==> config.mk <==
export PLATFORM = sky130hd
export DESIGN_NAME = scbuf_fbd_fill_asm_flat
export DESIGN_NICKNAME = d
export VERILOG_FILES = /design/src/rtl/scbuf_fbd_fill_asm_if.sv /design/src/rtl/scbuf_fbd_fill_asm.sv /design/src/flat_wrapper.sv
export SDC_FILE = /design/constraint.sdc
export NUM_CORES = 1
export LEC_CHECK = 0
export ABC_AREA = 0
export CORE_AREA = 3 3 362 364
export CTS_BUF_LIST = sky130_fd_sc_hd__clkbuf_8
export CTS_CLUSTER_DIAMETER = 200
export CTS_CLUSTER_SIZE = 25
export DETAILED_ROUTE_END_ITERATION = 10
export DIE_AREA = 0 0 365 367
export PLACE_DENSITY = 0.3
export SYNTH_ARGS = -nofsm -noshare
export SYNTH_HDL_FRONTEND = slang
export SYNTH_SLANG_ARGS = --single-unit
==> constraint.sdc <==
create_clock -name rclk -period 8.15 [get_ports rclk]
set_clock_uncertainty 0.05 [all_clocks]
set_input_delay 1.63 -clock rclk [delete_from_list [all_inputs] [get_ports rclk]]
set_output_delay 1.63 -clock rclk [all_outputs]
set_load 0.005 [all_outputs]
==> src/rtl/scbuf_fbd_fill_asm_if.sv <==
// Fill-buffer write-assembly interface.
// Groups the DRAM fill input, the OFF-mode store request/ready, the array
// read request with its fan-out/hazard outputs, and the registered r3 array
// write port.
//   slave  : the assembler (scbuf_fbd_fill_asm)
//   master : the requester/array side that drives fills, stores and reads
interface scbuf_fbd_fill_asm_if #(
    parameter int ENTRIES = 8,
    parameter int BEATS   = 4,
    parameter int WORDS   = 4,
    parameter int NCOPY   = 4
);
    localparam int EW     = $clog2(ENTRIES);
    localparam int BW     = $clog2(BEATS);
    localparam int BEAT_W = 39 * WORDS;
    localparam int NW     = BEATS * WORDS;

    // DRAM fill beat
    logic                  fill_vld_r2;
    logic [EW-1:0]         fill_wl_r2;
    logic [32*WORDS-1:0]   fill_data_r2;
    logic [7*WORDS-1:0]    fill_ecc_r2;
    // OFF-mode store
    logic                  st_vld_c3;
    logic [EW-1:0]         st_wl_c3;
    logic [BW-1:0]         st_beat_c3;
    logic                  st_half_c3;
    logic [77:0]           st_decc_c3;
    logic                  st_rdy_c3;
    // array read
    logic                  rd_en_c3;
    logic [EW-1:0]         rd_wl_c3;
    logic [NCOPY-1:0]      rd_en_c3_v;
    logic [NCOPY*EW-1:0]   rd_wl_c3_v;
    logic                  rd_hazard_c3;
    // array write port (r3)
    logic [NW-1:0]         fbwr_wen_r3;
    logic [NCOPY-1:0]      fbwr_wren_r3;
    logic [NCOPY*EW-1:0]   fbwr_wl_r3_v;
    logic [BEATS*BEAT_W-1:0] fb_array_din;
    logic                  fill_done_r3;
    logic [EW-1:0]         fill_done_wl_r3;

    modport slave (
        input  fill_vld_r2, fill_wl_r2, fill_data_r2, fill_ecc_r2,
        input  st_vld_c3, st_wl_c3, st_beat_c3, st_half_c3, st_decc_c3,
        output st_rdy_c3,
        input  rd_en_c3, rd_wl_c3,
        output rd_en_c3_v, rd_wl_c3_v, rd_hazard_c3,
        output fbwr_wen_r3, fbwr_wren_r3, fbwr_wl_r3_v, fb_array_din,
        output fill_done_r3, fill_done_wl_r3
    );

    modport master (
        output fill_vld_r2, fill_wl_r2, fill_data_r2, fill_ecc_r2,
        output st_vld_c3, st_wl_c3, st_beat_c3, st_half_c3, st_decc_c3,
        input  st_rdy_c3,
        output rd_en_c3, rd_wl_c3,
        input  rd_en_c3_v, rd_wl_c3_v, rd_hazard_c3,
        input  fbwr_wen_r3, fbwr_wren_r3, fbwr_wl_r3_v, fb_array_din,
        input  fill_done_r3, fill_done_wl_r3
    );
endinterface

==> src/rtl/scbuf_fbd_fill_asm.sv <==
// Fill-buffer write assembler.
// Turns DRAM fill beats and OFF-mode stores into per-word write enables,
// replicated write data and entry-select copies for the fill-buffer array,
// one cycle later (r3). Tracks a beat counter and in-progress flag per entry
// so fills to different entries can interleave, pulses fill_done_r3 when an
// entry's last beat is written, and flags reads of entries still filling.
// Ports:
//   rclk : clock, rising edge
//   arst : asynchronous reset, active high
//   fb   : scbuf_fbd_fill_asm_if.slave (fill, store, read, array write port)
// The parameters must match those of the connected interface instance.
module scbuf_fbd_fill_asm #(
    parameter int ENTRIES = 8,
    parameter int BEATS   = 4,
    parameter int WORDS   = 4,
    parameter int NCOPY   = 4
) (
    input  logic rclk,
    input  logic arst,
    scbuf_fbd_fill_asm_if.slave fb
);
    localparam int EW     = $clog2(ENTRIES);
    localparam int BW     = $clog2(BEATS);
    localparam int BEAT_W = 39 * WORDS;
    localparam int NW     = BEATS * WORDS;
    localparam int G      = NW / NCOPY;

    logic [BW-1:0]           cnt [ENTRIES];
    logic [ENTRIES-1:0]      busy;

    logic [BEAT_W-1:0]       beat;
    logic                    fill_acc;
    logic                    st_acc;
    logic [BW-1:0]           fbeat;
    logic                    fill_last;

    logic [NW-1:0]           wen_nxt;
    logic [NCOPY-1:0]        wren_nxt;
    logic [BEATS*BEAT_W-1:0] din_nxt;
    logic [EW-1:0]           wl_nxt;

    logic [NW-1:0]           wen_q;
    logic [NCOPY-1:0]        wren_q;
    logic [BEATS*BEAT_W-1:0] din_q;
    logic [EW-1:0]           wl_q;
    logic                    done_q;
    logic [EW-1:0]           done_wl_q;

    // word i = {data_i, ecc_i}, highest word at the MSB end
    for (genvar i = 0; i < WORDS; i++) begin : g_pack
        assign beat[39*i +: 39] = {fb.fill_data_r2[32*i +: 32], fb.fill_ecc_r2[7*i +: 7]};
    end

    // fill always wins; a blocked store simply sees st_rdy low and retries
    assign fill_acc  = fb.fill_vld_r2;
    assign st_acc    = fb.st_vld_c3 & ~fb.fill_vld_r2;
    assign fbeat     = cnt[fb.fill_wl_r2];
    assign fill_last = (fbeat == BW'(BEATS - 1));

    always_comb begin
        wen_nxt = '0;
        din_nxt = '0;
        wl_nxt  = wl_q;
        if (fill_acc) begin
            wen_nxt[int'(fbeat)*WORDS +: WORDS] = '1;
            din_nxt = {BEATS{beat}};
            wl_nxt  = fb.fill_wl_r2;
        end else if (st_acc) begin
            // a store covers one word pair; the 78b payload is tiled across every pair
            wen_nxt[int'(fb.st_beat_c3)*WORDS + 2*int'(fb.st_half_c3) +: 2] = 2'b11;
            din_nxt = {(NW/2){fb.st_decc_c3}};
            wl_nxt  = fb.st_wl_c3;
        end
    end

    for (genvar k = 0; k < NCOPY; k++) begin : g_wren
        assign wren_nxt[k] = |wen_nxt[k*G +: G];
    end

    // per-entry beat tracking
    always_ff @(posedge rclk or posedge arst) begin
        if (arst) begin
            for (int e = 0; e < ENTRIES; e++) cnt[e] <= '0;
            busy <= '0;
        end else if (fill_acc) begin
            cnt[fb.fill_wl_r2]  <= fill_last ? '0 : fbeat + 1'b1;
            busy[fb.fill_wl_r2] <= ~fill_last;
        end
    end

    // r3 write port
    always_ff @(posedge rclk or posedge arst) begin
        if (arst) begin
            wen_q     <= '0;
            wren_q    <= '0;
            din_q     <= '0;
            wl_q      <= '0;
            done_q    <= 1'b0;
            done_wl_q <= '0;
        end else begin
            wen_q  <= wen_nxt;
            wren_q <= wren_nxt;
            din_q  <= din_nxt;
            wl_q   <= wl_nxt;
            done_q <= fill_acc & fill_last;
            if (fill_acc & fill_last) done_wl_q <= fb.fill_wl_r2;
        end
    end

    assign fb.st_rdy_c3       = st_acc;
    assign fb.rd_en_c3_v      = {NCOPY{fb.rd_en_c3}};
    assign fb.rd_wl_c3_v      = {NCOPY{fb.rd_wl_c3}};
    // sees only committed state: a fill beat in the same cycle is not yet counted
    assign fb.rd_hazard_c3    = fb.rd_en_c3 & busy[fb.rd_wl_c3];
    assign fb.fbwr_wen_r3     = wen_q;
    assign fb.fbwr_wren_r3    = wren_q;
    assign fb.fbwr_wl_r3_v    = {NCOPY{wl_q}};
    assign fb.fb_array_din    = din_q;
    assign fb.fill_done_r3    = done_q;
    assign fb.fill_done_wl_r3 = done_wl_q;
endmodule

==> src/flat_wrapper.sv <==
// flat-port wrapper written by rule: the top's interface ports become plain ports
module scbuf_fbd_fill_asm_flat 
#(
    parameter int ENTRIES = 8,
    parameter int BEATS   = 4,
    parameter int WORDS   = 4,
    parameter int NCOPY   = 4
)
  (rclk, arst, fb_fill_vld_r2, fb_fill_wl_r2, fb_fill_data_r2, fb_fill_ecc_r2, fb_st_vld_c3, fb_st_wl_c3, fb_st_beat_c3, fb_st_half_c3, fb_st_decc_c3, fb_st_rdy_c3, fb_rd_en_c3, fb_rd_wl_c3, fb_rd_en_c3_v, fb_rd_wl_c3_v, fb_rd_hazard_c3, fb_fbwr_wen_r3, fb_fbwr_wren_r3, fb_fbwr_wl_r3_v, fb_fb_array_din, fb_fill_done_r3, fb_fill_done_wl_r3);
  scbuf_fbd_fill_asm_if #(.ENTRIES(ENTRIES), .BEATS(BEATS), .WORDS(WORDS), .NCOPY(NCOPY)) fb_i ();
  input  logic rclk;
  input  logic arst;
  input wire logic [$bits(fb_i.fill_vld_r2)-1:0] fb_fill_vld_r2;
  input wire logic [$bits(fb_i.fill_wl_r2)-1:0] fb_fill_wl_r2;
  input wire logic [$bits(fb_i.fill_data_r2)-1:0] fb_fill_data_r2;
  input wire logic [$bits(fb_i.fill_ecc_r2)-1:0] fb_fill_ecc_r2;
  input wire logic [$bits(fb_i.st_vld_c3)-1:0] fb_st_vld_c3;
  input wire logic [$bits(fb_i.st_wl_c3)-1:0] fb_st_wl_c3;
  input wire logic [$bits(fb_i.st_beat_c3)-1:0] fb_st_beat_c3;
  input wire logic [$bits(fb_i.st_half_c3)-1:0] fb_st_half_c3;
  input wire logic [$bits(fb_i.st_decc_c3)-1:0] fb_st_decc_c3;
  output wire logic [$bits(fb_i.st_rdy_c3)-1:0] fb_st_rdy_c3;
  input wire logic [$bits(fb_i.rd_en_c3)-1:0] fb_rd_en_c3;
  input wire logic [$bits(fb_i.rd_wl_c3)-1:0] fb_rd_wl_c3;
  output wire logic [$bits(fb_i.rd_en_c3_v)-1:0] fb_rd_en_c3_v;
  output wire logic [$bits(fb_i.rd_wl_c3_v)-1:0] fb_rd_wl_c3_v;
  output wire logic [$bits(fb_i.rd_hazard_c3)-1:0] fb_rd_hazard_c3;
  output wire logic [$bits(fb_i.fbwr_wen_r3)-1:0] fb_fbwr_wen_r3;
  output wire logic [$bits(fb_i.fbwr_wren_r3)-1:0] fb_fbwr_wren_r3;
  output wire logic [$bits(fb_i.fbwr_wl_r3_v)-1:0] fb_fbwr_wl_r3_v;
  output wire logic [$bits(fb_i.fb_array_din)-1:0] fb_fb_array_din;
  output wire logic [$bits(fb_i.fill_done_r3)-1:0] fb_fill_done_r3;
  output wire logic [$bits(fb_i.fill_done_wl_r3)-1:0] fb_fill_done_wl_r3;
  assign fb_i.fill_vld_r2 = fb_fill_vld_r2;
  assign fb_i.fill_wl_r2 = fb_fill_wl_r2;
  assign fb_i.fill_data_r2 = fb_fill_data_r2;
  assign fb_i.fill_ecc_r2 = fb_fill_ecc_r2;
  assign fb_i.st_vld_c3 = fb_st_vld_c3;
  assign fb_i.st_wl_c3 = fb_st_wl_c3;
  assign fb_i.st_beat_c3 = fb_st_beat_c3;
  assign fb_i.st_half_c3 = fb_st_half_c3;
  assign fb_i.st_decc_c3 = fb_st_decc_c3;
  assign fb_st_rdy_c3 = fb_i.st_rdy_c3;
  assign fb_i.rd_en_c3 = fb_rd_en_c3;
  assign fb_i.rd_wl_c3 = fb_rd_wl_c3;
  assign fb_rd_en_c3_v = fb_i.rd_en_c3_v;
  assign fb_rd_wl_c3_v = fb_i.rd_wl_c3_v;
  assign fb_rd_hazard_c3 = fb_i.rd_hazard_c3;
  assign fb_fbwr_wen_r3 = fb_i.fbwr_wen_r3;
  assign fb_fbwr_wren_r3 = fb_i.fbwr_wren_r3;
  assign fb_fbwr_wl_r3_v = fb_i.fbwr_wl_r3_v;
  assign fb_fb_array_din = fb_i.fb_array_din;
  assign fb_fill_done_r3 = fb_i.fill_done_r3;
  assign fb_fill_done_wl_r3 = fb_i.fill_done_wl_r3;
  scbuf_fbd_fill_asm #(.ENTRIES(ENTRIES), .BEATS(BEATS), .WORDS(WORDS), .NCOPY(NCOPY)) u_core (.rclk(rclk), .arst(arst), .fb(fb_i));
endmodule
# Yosys cells after proc, flatten, opt, wreduce, memory -nomap -nowiden
# Index checks and enable logic that the tools add are counted.
[totals]
regBits = 675
in_bits = 251
output_inout_bits = 678
wordCells = 62
[classes]
addsub = 4
magnitude_cmp = 5
eq_ne = 1
shift = 4
n_mux = 18
n_bitwise = 8
n_reduce_logical = 7
[op_table]
columns = ["cell", "n"]
rows = [
  ["624-bit two-way mux", 2],
  ["32-bit negation with 33-bit output", 1],
  ["4-bit negation with 33-bit output", 1],
  ["2-bit by 33-bit variable shift with 16-bit output, first input constant", 1],
  ["4-bit by 33-bit variable shift with 16-bit output, first input constant", 1],
  ["2-bit by 33-bit variable part select with 16-bit output, first input constant", 1],
  ["4-bit by 33-bit variable part select with 16-bit output, first input constant", 1],
  ["16-bit bitwise AND", 2],
  ["16-bit two-way mux", 2],
  ["16-bit bitwise mux", 1],
  ["4-bit OR reduction", 4],
  ["8-bit bitwise mux", 1],
  ["3-bit by 4-bit < comparator with 1-bit output, second input constant", 2],
  ["2-bit two-way mux", 4],
  ["2-bit binary-select mux with 3-bit select", 1],
  ["2-bit demux with 3-bit select", 1],
  ["3-bit two-way mux", 2],
  ["4-bit by 2-bit adder with 5-bit output", 1],
  ["4-bit >= comparator, second input constant", 1],
  ["4-bit by 1-bit < comparator with 1-bit output, second input constant", 1],
  ["3-bit NOT with 4-bit output", 1],
  ["1-bit bitwise AND", 3],
  ["1-bit binary-select mux with 3-bit select", 1],
  ["1-bit demux with 3-bit select", 1],
  ["7 further kinds", 10],
]

# Logic depth before layout (Yosys ltp)
# Gate-level depths: netlist (run 1).
[depth]
depth_word = 9
depth_mapped = 10
depth_no_buf = 8

# Worst setup path after synthesis (run 1)
# No wires, ideal clock.
[synth_timing]
path_type = "input-to-output"
from = "in fb_rd_wl_c3[0]"
to = "out fb_rd_hazard_c3"
arrival_ps = 2285
required_ps = 6470
setup_slack_ps = 4185
cell_stages = 3
n_path_buf = 0
path_cell_list = "mux4_2 -> mux2i_1 -> nor2b_1"
[synth_via]
elab_chain_cells = 3
[synth_lines]
columns = ["item", "line", "rtl"]
rows = [
  ["start: declaration", "flat_wrapper.sv:24", "input wire logic [$bits(fb_i.rd_wl_c3)-1:0] fb_rd_wl_c3;"],
  ["1-bit binary-select mux with 3-bit select", "scbuf_fbd_fill_asm.sv:114", "assign fb.rd_hazard_c3 = fb.rd_en_c3 & busy[fb.rd_wl_c3];"],
  ["1-bit two-way mux (implied by the code)", "scbuf_fbd_fill_asm.sv:114", ""],
  ["1-bit bitwise AND", "scbuf_fbd_fill_asm.sv:114", ""],
  ["end: declaration", "flat_wrapper.sv:27", "output wire logic [$bits(fb_i.rd_hazard_c3)-1:0] fb_rd_hazard_c3;"],
]
# No other way between the ends. The select of a mux whose other input is x is not followed.

# Worst setup path after layout (run 1)
# Same ends and word-level chain as after synthesis.

==> metrics.yaml, run 1 <==
ff2ff_setup_slack_ns: 5.80
crit_path_end_kind: "primary output"
worstSetupPathType: "in -> out"
drc_errors: 0
port-buffer-count: 928
hold_end: "u_core.busy[6]"
yosysMostFrequentCell: "buf_4"
routedWlPerCell_um: 21.9
pwr-share-seq_pct: 43.0
p_sw_uw: 973
max-vdd-ir-drop_v: 0.000110
swShare_pct: 32.6
busiest_layer: "met2"
dieArea_um2: 134000
min_period_over_period_pct: 66.0
root_buffer: "clkbuf_8"
fill_cells: 14280
p_leak_nw: 7.25
min_period_ns: 5.38
hold_depth: 1
ys_top_cells_by_area: "dfrtp_1, buf_4, a22o_1, mux2_2, mux4_2"
drive_gt1_share_pct: 4.18
required_ns: 6.47
use_met2_pct: 17.8
finalMaxSlewViolations: 0
powerDensity_nw_per_um2: 157
syn2layout_area_growth_pct: 70.7
cts-resized-gates: 0
post_cts_buffers: 0
synth_edf_count: 0
dp.cells: 3066
power_mw: 2.98
ant_nets: 0
antenna_found_initial: 24
async_flop_share_pct: 100
h-tree-depth: 4
synth_seq_cells: 199
regArea_um2: 4980
die_w_um: 365
final_util_pct: 14.9
p_int_mw: 2.01
grt_pass1_wl_mm: 87.5
synth_xor_area_share_pct: 0
use_met1_pct: 11.4
nets: 1680
reg2regPathDepth: 6
synth_common_cells: "buf_4, dfrtp_1, a22o_1"
clock_latency_ns: 0.61
grt_max_degree: 102
die_h_um: 367
seq_area_frac_synth_pct: 44.6
clock_path_buffers: 2
grt_pass1_vias: 9245
clock-sinks: 199
outcome: "complete, no violations"
vias: 8785
drtPass1Iterations: 4
maxCapViolCount: 0
syn_area_per_cell_um2: 11.0
reg2reg_to: "u_core.fb.fill_done_wl_r3[1]"
dpl.hpwl_mm: 57.1
yosysTopAreaCellShare_pct: 44.6
fmax_mhz: 186
synth_largest_area_cell: "dfrtp_1"
postCtsHoldBufs: 0
maxSlewHeadroom_pct: 37.3
worst_slew_pin_slew_ns: 0.941
clk_pin_slew_ns: 0.11
setup_tns_ns: 0
tritoncts: "built"
cts_buffers: 17
slowest_stage: "clkdlybuf4s50_1"
overflow: 0
pin_count: 929
syn_area_um2: 11200
combPwrFrac_pct: 33.8
arrival_ns: 3.70
worst_path_most_repeated_cell: "clkdlybuf4s50_1"
wl_mm: 68.0
synthFlopType: "dfrtp_1"
finalHoldViolCount: 0
synth_cells: 1012
via_per_inst: 2.83
rsz0062_at_grt: "no"
r2r-start: "u_core.cnt[3]"
globalplace.congestion: 0.718
synth-simple-area-share_pct: 2.15
path_cells: "clkdlybuf4s50_1, mux4_2, mux2i_1, nor2b_1, clkdlybuf4s50_1"
use_met3_pct: 2.24
yosys.cell_types.count: 32
synth_mux_area_share_pct: 2.83
clkPwrFrac_pct: 23.2
min_path_type: "reg -> reg"
placementRows: 131
hp-start: "u_core.busy[6]"
multiInputGateArea_um2: 2210
syn-num-nets: 1269
grt_util_all_layers_pct: 9.80
ys_warn_count: 0
core_area_um2: 128000
initial_core_util_pct: 8.75
drt_iter0_drc: 351
max_stage_delay_ns: 0.65
synth_top_family_by_area: "buffers and inverters"
critPathLaunchType: "primary input"
fin_cells: 3106
synth_adder_area_share_pct: 0.672
crit_fanout: 6
synth_compound_area_share_pct: 14.1
setup_violations: 0
-- power groups by stage --
stage / sequential, mW / clock [mW] / combinational [mW]
detailed placement: 1.31 / 0 / 1.03
global route: 1.30 / 0.782 / 1.08
global placement: 1.31 / 0 / 1.04
floorplan: 1.22 / 0 / 0.498
CTS: 1.29 / 0.752 / 1.03
finish: 1.28 / 0.692 / 1.01
-- sequential cells by signal, indices dropped and copies added, names as in the netlist --
signal	count
u_core.fb.fbwr_wen_r3	8
u_core.busy	8
u_core.wl_q	3
u_core.cnt	16
u_core.fb.fill_done_r3	1
u_core.fb.fbwr_wren_r3	4
u_core.fb.fb_array_din	156
u_core.fb.fill_done_wl_r3	3
-- cell families (layout without fill, tap and decap cells) --
logic type,count (synthesis),after routing
mux,24,24
compound gates,185,185
buf+inv,551,975
fa+ha+maj,6,6
other cells,0,8
simple gates,47,47
flops,199,199
-- cell usage in the layout, fill, tap and decap left out, types with 9 or more instances in the layout --
| cell | Yosys | final |
|---|---|---|
| a21o_1 | 9 | 9 |
| a22o_1 | 165 | 165 |
| clkbuf_8 | 0 | 18 |
| clkdlybuf4s50_1 | 0 | 927 |
| dfrtp_1 | 199 | 199 |
| mux2_2 | 11 | 11 |
| nand2_1 | 14 | 14 |
| nor2_1 | 13 | 13 |
-- area by class of cell --
| type | count | area share, % |
|---|---|---|
| clock inverter | 14 | 0.689 |
| inverter | 10 | 0.263 |
| timing repair buffer | 933 | 49.0 |
| multi-input combinational | 262 | 11.6 |
| tap | 1662 | 10.9 |
| sequential | 199 | 26.1 |
| antenna | 8 | 0.105 |
| clock buffer | 18 | 1.30 |
-- layer usage --
layer | vias up | share of wire (%)
met5 | - | 0.060
met4 | 6 | 1.4
met3 | 45 | 6.1
met2 | 517 | 52
met1 | 4458 | 40
li1 | 3759 | -
-- critical path, delay by kind of cell --
| kind | cells | cell delay [ns] |
|---|---|---|
| buffers and inverters | 2 | 1.11 |
| multiplexers | 2 | 0.87 |
| AND/OR/NAND/NOR | 1 | 0.09 |
-- per-stage QoR --
stage,cell area [µm²],hold WS [ns],worst slack (ns)
2_1_floorplan,11200,0.394,1.04
3_3_place_gp,18700,0.432,2.65
3_5_place_dp,18700,0.437,2.64
4_1_cts,19000,0.465,2.64
5_1_grt,19100,0.484,2.62
6_report,19100,0.452,2.77
-- worst max path at each step --
stage	start	to	slack [ns]	cells after the start
after floorplan	arst	u_core.busy[0]	1.04	1
after global placement	fb_rd_wl_c3[0]	fb_rd_hazard_c3	2.65	5
after detailed placement	fb_rd_wl_c3[0]	fb_rd_hazard_c3	2.64	5
after CTS	fb_rd_wl_c3[0]	fb_rd_hazard_c3	2.64	5
after global routing	fb_rd_wl_c3[0]	fb_rd_hazard_c3	2.62	5
final	fb_rd_wl_c3[0]	fb_rd_hazard_c3	2.77	5
(Power assumes the default switching activity.)
==> inputs of run 2 (changes only) <==
--- a/config.mk
+++ b/config.mk
@@ -6,12 +6,12 @@
 export NUM_CORES = 1
 export LEC_CHECK = 0
 export ABC_AREA = 0
-export CORE_AREA = 3 3 362 364
+export CORE_AREA = 3 3 363 365
 export CTS_BUF_LIST = sky130_fd_sc_hd__clkbuf_8
 export CTS_CLUSTER_DIAMETER = 200
 export CTS_CLUSTER_SIZE = 25
 export DETAILED_ROUTE_END_ITERATION = 10
-export DIE_AREA = 0 0 365 367
+export DIE_AREA = 0 0 366 368
 export PLACE_DENSITY = 0.3
 export SYNTH_ARGS = -nofsm -noshare
 export SYNTH_HDL_FRONTEND = slang
==> constraint.sdc (replaced) <==
create_clock -name rclk -period 4.5 [get_ports rclk]
set_clock_uncertainty 0.05 [all_clocks]
set_input_delay 0.9 -clock rclk [delete_from_list [all_inputs] [get_ports rclk]]
set_output_delay 0.9 -clock rclk [all_outputs]
set_load 0.005 [all_outputs]
==> run 2 against run 1 <==
Against the previous run: global-route usage down 0.16 points; final cell count rose by 2.7%; non-clock buffer count increased by 8; critical path depth is the same; count of clock-buffer cells in the layout decreased by 1; flip-flop and latch count did not move; critical path type unchanged; largest cell class unchanged; largest power group unchanged.
==> metrics.yaml, run 2 (same netlist as run 1, synthesis figures left out) <==
outcome: "complete, no violations"
h-tree-depth: 4
r2r-start: "u_core.cnt[3]"
syn2layout_area_growth_pct: 73.1
initial_core_util_pct: 8.65
postCtsHoldBufs: 0
min_path_type: "reg -> reg"
cp-startpoint: "fb_rd_wl_c3[0]"
tritoncts: "built"
critPathLaunchType: "primary input"
hold_depth: 1
cts_buffers: 17
die_h_um: 368
post_cts_buffers: 0
overflow: 0
reg2regPathDepth: 6
grt_pass1_wl_mm: 87.9
clock_path_buffers: 2
ant_nets: 0
dieArea_um2: 135000
setup_slack_ns: 0.795
swShare_pct: 31.8
port-buffer-count: 928
crit_fanout: 6
required_ns: 3.55
final_common_cell: "clkdlybuf4s50_1"
via_per_inst: 2.71
met2WireLength_mm: 35.0
clock-sinks: 199
mostFrequentLayoutCells: "clkdlybuf4s50_1, dfrtp_1, a22o_1, clkbuf_8, nand2_1"
clock_latency_ns: 0.61
hp-start: "u_core.cnt[1]"
placementRows: 132
core_area_um2: 129000
fmax_mhz: 270
setup_violations: 0
p_sw_mw: 1.78
pin_count: 929
cts-resized-gates: 0
wl_mm: 67.0
min_period_ns: 3.71
vias: 8649
crit_path_end_kind: "primary output"
worstSetupPathType: "in -> out"
maxCapViolCount: 0
worst_path_most_repeated_cell: "clkdlybuf4s50_1"
arrival_ns: 2.76
max-vdd-ir-drop_v: 0.000218
wl_met3_mm: 4.27
whs_ns: 0.478
largest_reg_flops: 156
p_int_mw: 3.81
die_w_um: 366
grt_pass1_vias: 9362
antenna_found_initial: 19
pre_cts_ws_ns: 0.771
drive_gt1_share_pct: 4.71
drtPass1Iterations: 7
root_buffer: "clkbuf_8"
p_leak_nw: 7.33
combPwrFrac_pct: 32.9
clk_pin_slew_ns: 0.11
finalMaxSlewViolations: 0
min_period_over_period_pct: 82.3
clkPwrFrac_pct: 25.1
max_stage_delay_ns: 0.62
globalplace.congestion: 0.745
maxSlewHeadroom_pct: 50.0
dp.cells: 3154
dpl.hpwl_mm: 57.3
nets: 1688
place_area_um2: 18900
met1Wirelength_mm: 26.4
worst_slew_pin_slew_ns: 0.751
path_cells: "clkdlybuf4s50_1, mux4_2, mux2i_1, nor2b_1, clkdlybuf4s50_1"
grt_max_degree: 102
pwr-share-seq_pct: 42.0
rsz0062_at_grt: "no"
setup_tns_ns: 0
grt_util_all_layers_pct: 9.64
design_area_um2: 19300
fill_cells: 14451
drt_iter0_drc: 377
powerDensity_nw_per_um2: 289
slowest_stage: "clkdlybuf4s50_1"
fin_cells: 3190
drc_errors: 0
top_layer_used: "met5"
routedWlPerCell_um: 21.0
finalHoldViolCount: 0
## run 2: area by class of cell
cell class / count / area [µm²] / share of cell area [%]
timing repair buffer: 941 / 9440 / 48.8
inverter: 10 / 46.3 / 0.240
clock inverter: 15 / 226 / 1.17
clock buffer: 17 / 234 / 1.21
tap: 1742 / 2180 / 11.3
multi-input combinational: 262 / 2210 / 11.4
antenna: 4 / 10.0 / 0.0518
sequential: 199 / 4980 / 25.8
## run 2: metrics by stage
step / power [mW] / util (%)
final: 5.59 / 15.0
after global routing: 5.93 / 15.0
after CTS: 5.76 / 15.0
after detailed placement: 4.28 / 14.6
after global placement: 4.30 / 14.6
after floorplan: 3.11 / -
## run 2: critical path: cells and delay by family
kind	cells	cell delay [ns]
buf+inv	2	1.08
mux	2	0.70
simple gates	1	0.06
## run 2: path summary, 6_finish.rpt
path	to	slack, ns
worst max-delay path	fb_rd_hazard_c3	0.79
worst min-delay path	u_core.cnt[1]	0.48
worst max register to register	u_core.fb.fill_done_wl_r3[2]	2.09
worst min register to register	u_core.cnt[1]	0.48
max in group asynchronous	u_core.fb.fb_array_din[578]	2.84
min in group asynchronous	u_core.fb.fb_array_din[609]	0.64
## run 2: per-layer routing
layer,global-route usage (%),up-vias
met1,11.0,4308
li1,-,3768
met3,2.70,56
met2,17.4,515
met4,2.66,2
met5,0,-
## run 2: power groups by stage
stage               Combinational (mW)  Sequential, mW  Clock, mW
CTS                               1.88            2.38       1.50
global placement                  1.89            2.42          0
floorplan                        0.903            2.21          0
global route                      1.96            2.40       1.56
finish                            1.84            2.35       1.41
detailed placement                1.87            2.41          0
